===== src/rtl/bus_ctrl_pkg.sv =====
// Shared types and constants for the bus control unit: state encoding,
// opcode values and instruction-register field positions.
package bus_ctrl_pkg;

    typedef enum logic [1:0] {T0, T1, T2, T3} state_t;

    localparam int NREG = 8;
    localparam int IR_W = 9;

    localparam int IR_OP_HI = 8;
    localparam int IR_OP_LO = 6;
    localparam int IR_X_HI  = 5;
    localparam int IR_X_LO  = 3;
    localparam int IR_Y_HI  = 2;
    localparam int IR_Y_LO  = 0;

    localparam logic [2:0] OP_MV  = 3'b000;
    localparam logic [2:0] OP_MVI = 3'b001;
    localparam logic [2:0] OP_ADD = 3'b010;
    localparam logic [2:0] OP_SUB = 3'b011;

    function automatic logic op_illegal(input logic [2:0] op);
        return op[2];
    endfunction

endpackage


===== src/rtl/reg_sel_decoder.sv =====
// Register index to one-hot select; all-zero when not enabled.
module reg_sel_decoder
    import bus_ctrl_pkg::*;
(
    input  logic [2:0]      idx,
    input  logic            en,
    output logic [NREG-1:0] onehot
);

    always_comb begin
        onehot = '0;
        if (en)
            onehot[idx] = 1'b1;
    end

endmodule


===== src/rtl/bus_control_fsm.sv =====
// Four-step control FSM for the shared processor bus (mv, mvi, add, sub).
// Optional ILLEGAL_OP_FLAG_EN adds IllegalOp pulse and IllegalSticky outputs.
module bus_control_fsm
    import bus_ctrl_pkg::*;
#(
    parameter int DATA_W = 16
) (
    input  logic              Clock,
    input  logic              Reset,
    input  logic              Run,
    input  logic [DATA_W-1:0] DIN,
    output logic              IRin,
    output logic [NREG-1:0]   Rout,
    output logic              Gout,
    output logic              DINout,
    output logic [NREG-1:0]   Rin,
    output logic              Ain,
    output logic              Gin,
    output logic              AddSub,
`ifdef ILLEGAL_OP_FLAG_EN
    output logic              Done,
    output logic              IllegalOp,
    output logic              IllegalSticky
`else
    output logic              Done
`endif
);

    state_t          state, state_n;
    logic [IR_W-1:0] ir;
    logic [2:0]      op, rx, ry;
    logic [2:0]      rout_idx, rin_idx;
    logic            rout_en, rin_en;
    logic            unused_din;

    assign op = ir[IR_OP_HI:IR_OP_LO];
    assign rx = ir[IR_X_HI:IR_X_LO];
    assign ry = ir[IR_Y_HI:IR_Y_LO];

    // Only the top nine bits carry the instruction.
    assign unused_din = ^DIN[DATA_W-IR_W-1:0];

    always_ff @(posedge Clock) begin
        if (Reset) begin
            state <= T0;
            ir    <= '0;
        end else begin
            state <= state_n;
            if (state == T0 && Run)
                ir <= DIN[DATA_W-1 -: IR_W];
        end
    end

    always_comb begin
        state_n  = state;
        IRin     = 1'b0;
        rout_en  = 1'b0;
        rout_idx = ry;
        rin_en   = 1'b0;
        rin_idx  = rx;
        Gout     = 1'b0;
        Ain      = 1'b0;
        Gin      = 1'b0;
        AddSub   = 1'b0;
        Done     = 1'b0;
        case (state)
            T0: begin
                if (Run) begin
                    IRin    = 1'b1;
                    state_n = T1;
                end
            end
            T1: begin
                case (op)
                    OP_MV: begin
                        rout_en = 1'b1;
                        rin_en  = 1'b1;
                        Done    = 1'b1;
                        state_n = T0;
                    end
                    OP_MVI: begin
                        rin_en  = 1'b1;
                        Done    = 1'b1;
                        state_n = T0;
                    end
                    OP_ADD, OP_SUB: begin
                        rout_idx = rx;
                        rout_en  = 1'b1;
                        Ain      = 1'b1;
                        state_n  = T2;
                    end
                    default: begin
                        Done    = 1'b1;
                        state_n = T0;
                    end
                endcase
            end
            T2: begin
                rout_en = 1'b1;
                Gin     = 1'b1;
                AddSub  = op[0];
                state_n = T3;
            end
            T3: begin
                Gout    = 1'b1;
                rin_en  = 1'b1;
                Done    = 1'b1;
                state_n = T0;
            end
            default: state_n = T0;
        endcase
        // Reset overrides everything so an aborted instruction never writes back.
        if (Reset) begin
            state_n = T0;
            IRin    = 1'b0;
            rout_en = 1'b0;
            rin_en  = 1'b0;
            Gout    = 1'b0;
            Ain     = 1'b0;
            Gin     = 1'b0;
            AddSub  = 1'b0;
            Done    = 1'b0;
        end
    end

    // DIN drives the bus whenever neither a register nor G does: one-hot by construction.
    assign DINout = ~(rout_en | Gout);

    reg_sel_decoder u_rout_dec (
        .idx    (rout_idx),
        .en     (rout_en),
        .onehot (Rout)
    );

    reg_sel_decoder u_rin_dec (
        .idx    (rin_idx),
        .en     (rin_en),
        .onehot (Rin)
    );

`ifdef ILLEGAL_OP_FLAG_EN
    assign IllegalOp = (state == T1) && op_illegal(op) && !Reset;

    always_ff @(posedge Clock) begin
        if (Reset)
            IllegalSticky <= 1'b0;
        else if (IllegalOp)
            IllegalSticky <= 1'b1;
    end
`endif

endmodule


===== config.mk =====
export PLATFORM = sky130hd
export DESIGN_NAME = bus_control_fsm
export DESIGN_NICKNAME = d
export VERILOG_FILES = /design/src/rtl/bus_ctrl_pkg.sv /design/src/rtl/reg_sel_decoder.sv /design/src/rtl/bus_control_fsm.sv
export SDC_FILE = /design/constraint.sdc
export NUM_CORES = 1
export LEC_CHECK = 0
export CAP_MARGIN = 5
export CORE_MARGIN = 1.5
export CORE_UTILIZATION = 40
export DETAILED_ROUTE_END_ITERATION = 12
export PLACE_DENSITY = 0.88
export RECOVER_POWER = 25
export SLEW_MARGIN = 20
export SYNTH_ARGS = -nofsm -noshare
export SYNTH_HDL_FRONTEND = slang
export SYNTH_HIERARCHICAL = 1
export SYNTH_SLANG_ARGS = --single-unit

===== constraint.sdc =====
create_clock -name Clock -period 2.5 [get_ports Clock]
set_input_delay 0.375 -clock Clock [delete_from_list [all_inputs] [get_ports Clock]]
set_output_delay 0.375 -clock Clock [all_outputs]
set_load 0.05 [all_outputs]

Yosys cells after proc, flatten, opt, wreduce, memory -nomap -nowiden
Cells that the tools add are included.
- input bits: 19
- latch bits: 0
- bits in registers: 11
- RAM bits: 0
- memories: 0
- memory bits (read-only): 0
- output and inout bits: 23
- logic and storage cells: 55
- magnitude comparators: 4
- mux-type cells: 32
- reductions and logical operators: 8
- bitwise operators: 2
- equality and inequality tests: 7
- divide/modulo/power cells: 0
- $add $sub $neg: 0
- multipliers: 0
- shift operators: 0
- operators by type and width (operator ; count):
    2-to-1 mux 1 bit ; 20
    2-to-1 mux 8 bit ; 2
    < comparator 3 x 4 -> 1 bit, second input constant ; 2
    one-hot mux 2 bit (4 select lines) ; 1
    demux 1 bit (select 3 bit) ; 2
    equality test 3 x 2 -> 1 bit, second input constant ; 2
    >= comparator 3 x 1 -> 1 bit, second input constant ; 2
    2-to-1 mux 3 bit ; 2
    one-hot mux 1 bit (2 select lines) ; 3
    equality test 2 bit, second input constant ; 2
    2-to-1 mux 2 bit ; 2
    OR reduction 2 bit ; 2
    equality test 3 x 1 -> 1 bit, second input constant ; 1
    logical AND 1 bit ; 3
    logical NOT 3 bit ; 1
    OR reduction 3 bit ; 1
    equality test 2 x 1 -> 1 bit, second input constant ; 1
    logical NOT 2 bit ; 1
    != test 2 bit, second input constant ; 1
    inverter 1 bit ; 1
    OR 1 bit ; 1

Logic depth before layout (Yosys ltp)
- depth in word-level cells: 9
- mapped depth: 6
- depth with buffers taken out: 6

Cells and area by module
The synthesis kept the hierarchy.
- modules (own cells, without submodules) (module ; cells each ; sequential area each (sq um) ; area each (sq um) ; times used):
    bus_control_fsm ; 78 ; 220.2 ; 593.1 ; 1
    reg_sel_decoder at u_rout_dec ; 8 ; 0.0 ; 96.3 ; 1
    reg_sel_decoder at u_rin_dec ; 8 ; 0.0 ; 95.1 ; 1

Least setup slack after synthesis
No wires, ideal clock.
- path kind: flip-flop to output port
- start: register with a tool-made name
- end: output port Rout[0]
- stages on the path, launching flop included: 7
- required time: 2.125 ns
- slack: 0.002 ns
- buffers on the path: 0
- arrival: 2.123 ns
- path through: dfxtp_1 inv_1 ha_1 and2b_2 a21oi_1 nor3b_1 nor4b_2
- RTL lines (item ; RTL line ; text):
    end: declaration ; bus_control_fsm.sv:13 ; output logic [NREG-1:0] Rout,

==> metrics.csv <==
metric;value;unit
grt_usage;0.207;
dp_hpwl;1610;um
min_period;2.44;ns
std_cell_rows;15;
drt_iter0_markers;8;
hold_violations;0;
core;0.00178;mm2
die_area;0.00224;mm2
fmaxAchievable;410;MHz
slew_headroom;0.769;
min_path_cells;2;
clk_transition_reported_paths;0.07;ns
synth_cell_type_count;23;
dr.max_layer_used;met4;
antenna_found_initial;0;
start_kind;register;
synth_top_area_frac;0.281;
worst_pin_slew;0.346;ns
cts_buffers;3;
drive_gt1_frac;0.351;
dr.pass1.iters;4;
final_max_slew_viol_count;0;
synth_area_leaders;dfxtp_1, nand2_1, a21oi_1;
leakage;0.562;nW
nets;155;
period_share;0.976;
drc;0;
ir_worst_vdd;0.352;mV
vias_per_cell;5.21;
cts.sinks;11;
grt_pass1_vias;765;
cts-root-buf;clkbuf_4;
cp_data_required_time;2.12;ns
grt_pass1_wl;3160;um
cts_tree;built;
wl_met1;851;um
wl;2010;um
io_buffers;34;
synth_largest_area_cell;dfxtp_1;
start_util;0.440;
skew;0.00518;ns
rsz0062_at_grt;true;
antenna_cells;0;
clock_latency;0.27;ns
ys_ff_latch;11;
path_class;reg -> out;
design_area;0.00142;mm2
grt_max_degree;18;
drtAntennaViolNets;0;
drv_cap;0;
cts_hold_buf;0;
hold_ws;0.459;ns
r2r_start;state[0]$_SDFFE_PP0P_;
die_w;47.3;um
reg2reg_depth;5;
hp-class;reg -> reg;
vias;812;
end_kind;primary output;
syn_nets;117;
routed-wl-met2;1020;um
power.density;328;mW/mm2
placed_area;0.00137;mm2
synth_warnings;6;
overflow;0;
utilization;0.795;
syn_area;785;um2
arrival;2.06;ns
fp.dieH;47.3;um
wl_met3;101;um
holdCritStartpoint;ir[1]$_SDFFE_PP0P_;
wl_per_cell;12.9;um
setup_viol;0;
place_congestion;0.745;
htreeDepth;1;
pin_count;42;
synth-seq-area-share;0.281;
crit_fanout;8;
status;finished, final reports clean;
area.growth.synth_to_final;80.7;%
avgSynthCellArea;8.35;um2
clock_path_buffers;2;
syn_inst;94;
==> synth_stat cells <==
master	instances
nor4b_2	2
nand2b_1	1
nand3b_1	1
dfxtp_1	11
a21oi_1	12
and4bb_2	4
and4b_1	1
or3_1	1
a211oi_1	2
nor2_1	7
and4bb_1	2
and4b_2	5
nand2_1	19
nor3b_1	1
and2_1	2
and2b_2	1
mux2_2	4
o21ai_0	2
and4_2	2
ha_1	4
inv_1	5
nor2b_1	2
buf_2	3
==> cell usage in the layout, fill, tap and decap left out <==
master           count
buf_12              22
nand2_1             19
a21oi_1             12
dfxtp_1             11
clkdlybuf4s50_1     11
nor2_1               7
inv_1                5
and4b_2              5
mux2_2               4
ha_1                 4
and4bb_2             4
clkbuf_4             3
buf_4                3
o21ai_0              2
nor2b_1              2
and2_1               2
a211oi_1             2
and4bb_1             2
nor4b_4              2
and4_2               2
nand3b_1             1
and2b_2              1
nand2b_1             1
nor3b_1              1
or3_1                1
clkbuf_1             1
and4b_1              1
==> final cells by class <==
cell class	instances	area (um2)
Timing Repair Buffer	36	573
Multi-Input combinational cell	75	548
Fill cell	112	365
Sequential cell	11	220
Tap cell	25	31.3
Clock buffer	4	26.3
Inverter	5	18.8
==> sequential cells by signal, summed over array words and instances (netlist names), named ones only <==
register,count
state,1
ir,9
==> cells by family after synthesis <==
group,count (synthesis),synth area share
AO/OA/AOI/OAI,16,0.108
adder cells (fa/ha/maj),4,0.0638
buffers and inverters,8,0.0431
flip-flops,11,0.281
multiplexers,4,0.0574
AND/OR/NAND/NOR,51,0.447
==> per-stage QoR <==
step / setup TNS, ns / setup slack [ns] / power, mW / std cells
after global placement: 0 / 0.370 / 0.337 / 152
after global routing: -0.0700 / -0.0653 / 0.490 / 156
after CTS: 0 / 0.0210 / 0.468 / 156
final: 0 / 0.0607 / 0.465 / 156
after floorplan: 0 / 0.00202 / 0.284 / 94
after detailed placement: 0 / 0.327 / 0.345 / 152
==> critical path: stages (launching register included) <==
cell and delay, ns:
dfxtp_1 0.35, inv_1 0.08, ha_1 0.20, nand3b_1 0.19, mux2_2 0.44, nor4b_4 0.36, buf_12 0.18
==> routing by layer <==
metal / global-route usage / up-vias
met2: 0.362 / 30
li1: - / 415
met5: 0 / -
met4: 0.117 / 0
met1: 0.229 / 363
met3: 0.0462 / 4
==> where the power goes <==
| group | switching (mW) | total [mW] | internal [mW] |
|---|---|---|---|
| Sequential | 0.0157 | 0.203 | 0.187 |
| Clock | 0.0584 | 0.120 | 0.0619 |
| Combinational | 0.0735 | 0.142 | 0.0687 |
| Total | 0.148 | 0.465 | 0.318 |
==> path summary, 6_finish.rpt <==
path / end / slack, ns
setup / recovery: Rout[0] / 0.06
hold / removal: ir[1]$_SDFFE_PP0P_ / 0.46
setup reg to reg: register / 1.10
hold reg to reg: ir[1]$_SDFFE_PP0P_ / 0.46
==> what timing repair did <==
action,4_1_cts,5_1_grt
buffers inserted,0,0
resized for setup,0,2
endpoints found under the setup margin,0,2
Power figures use the tool's default switching activity.
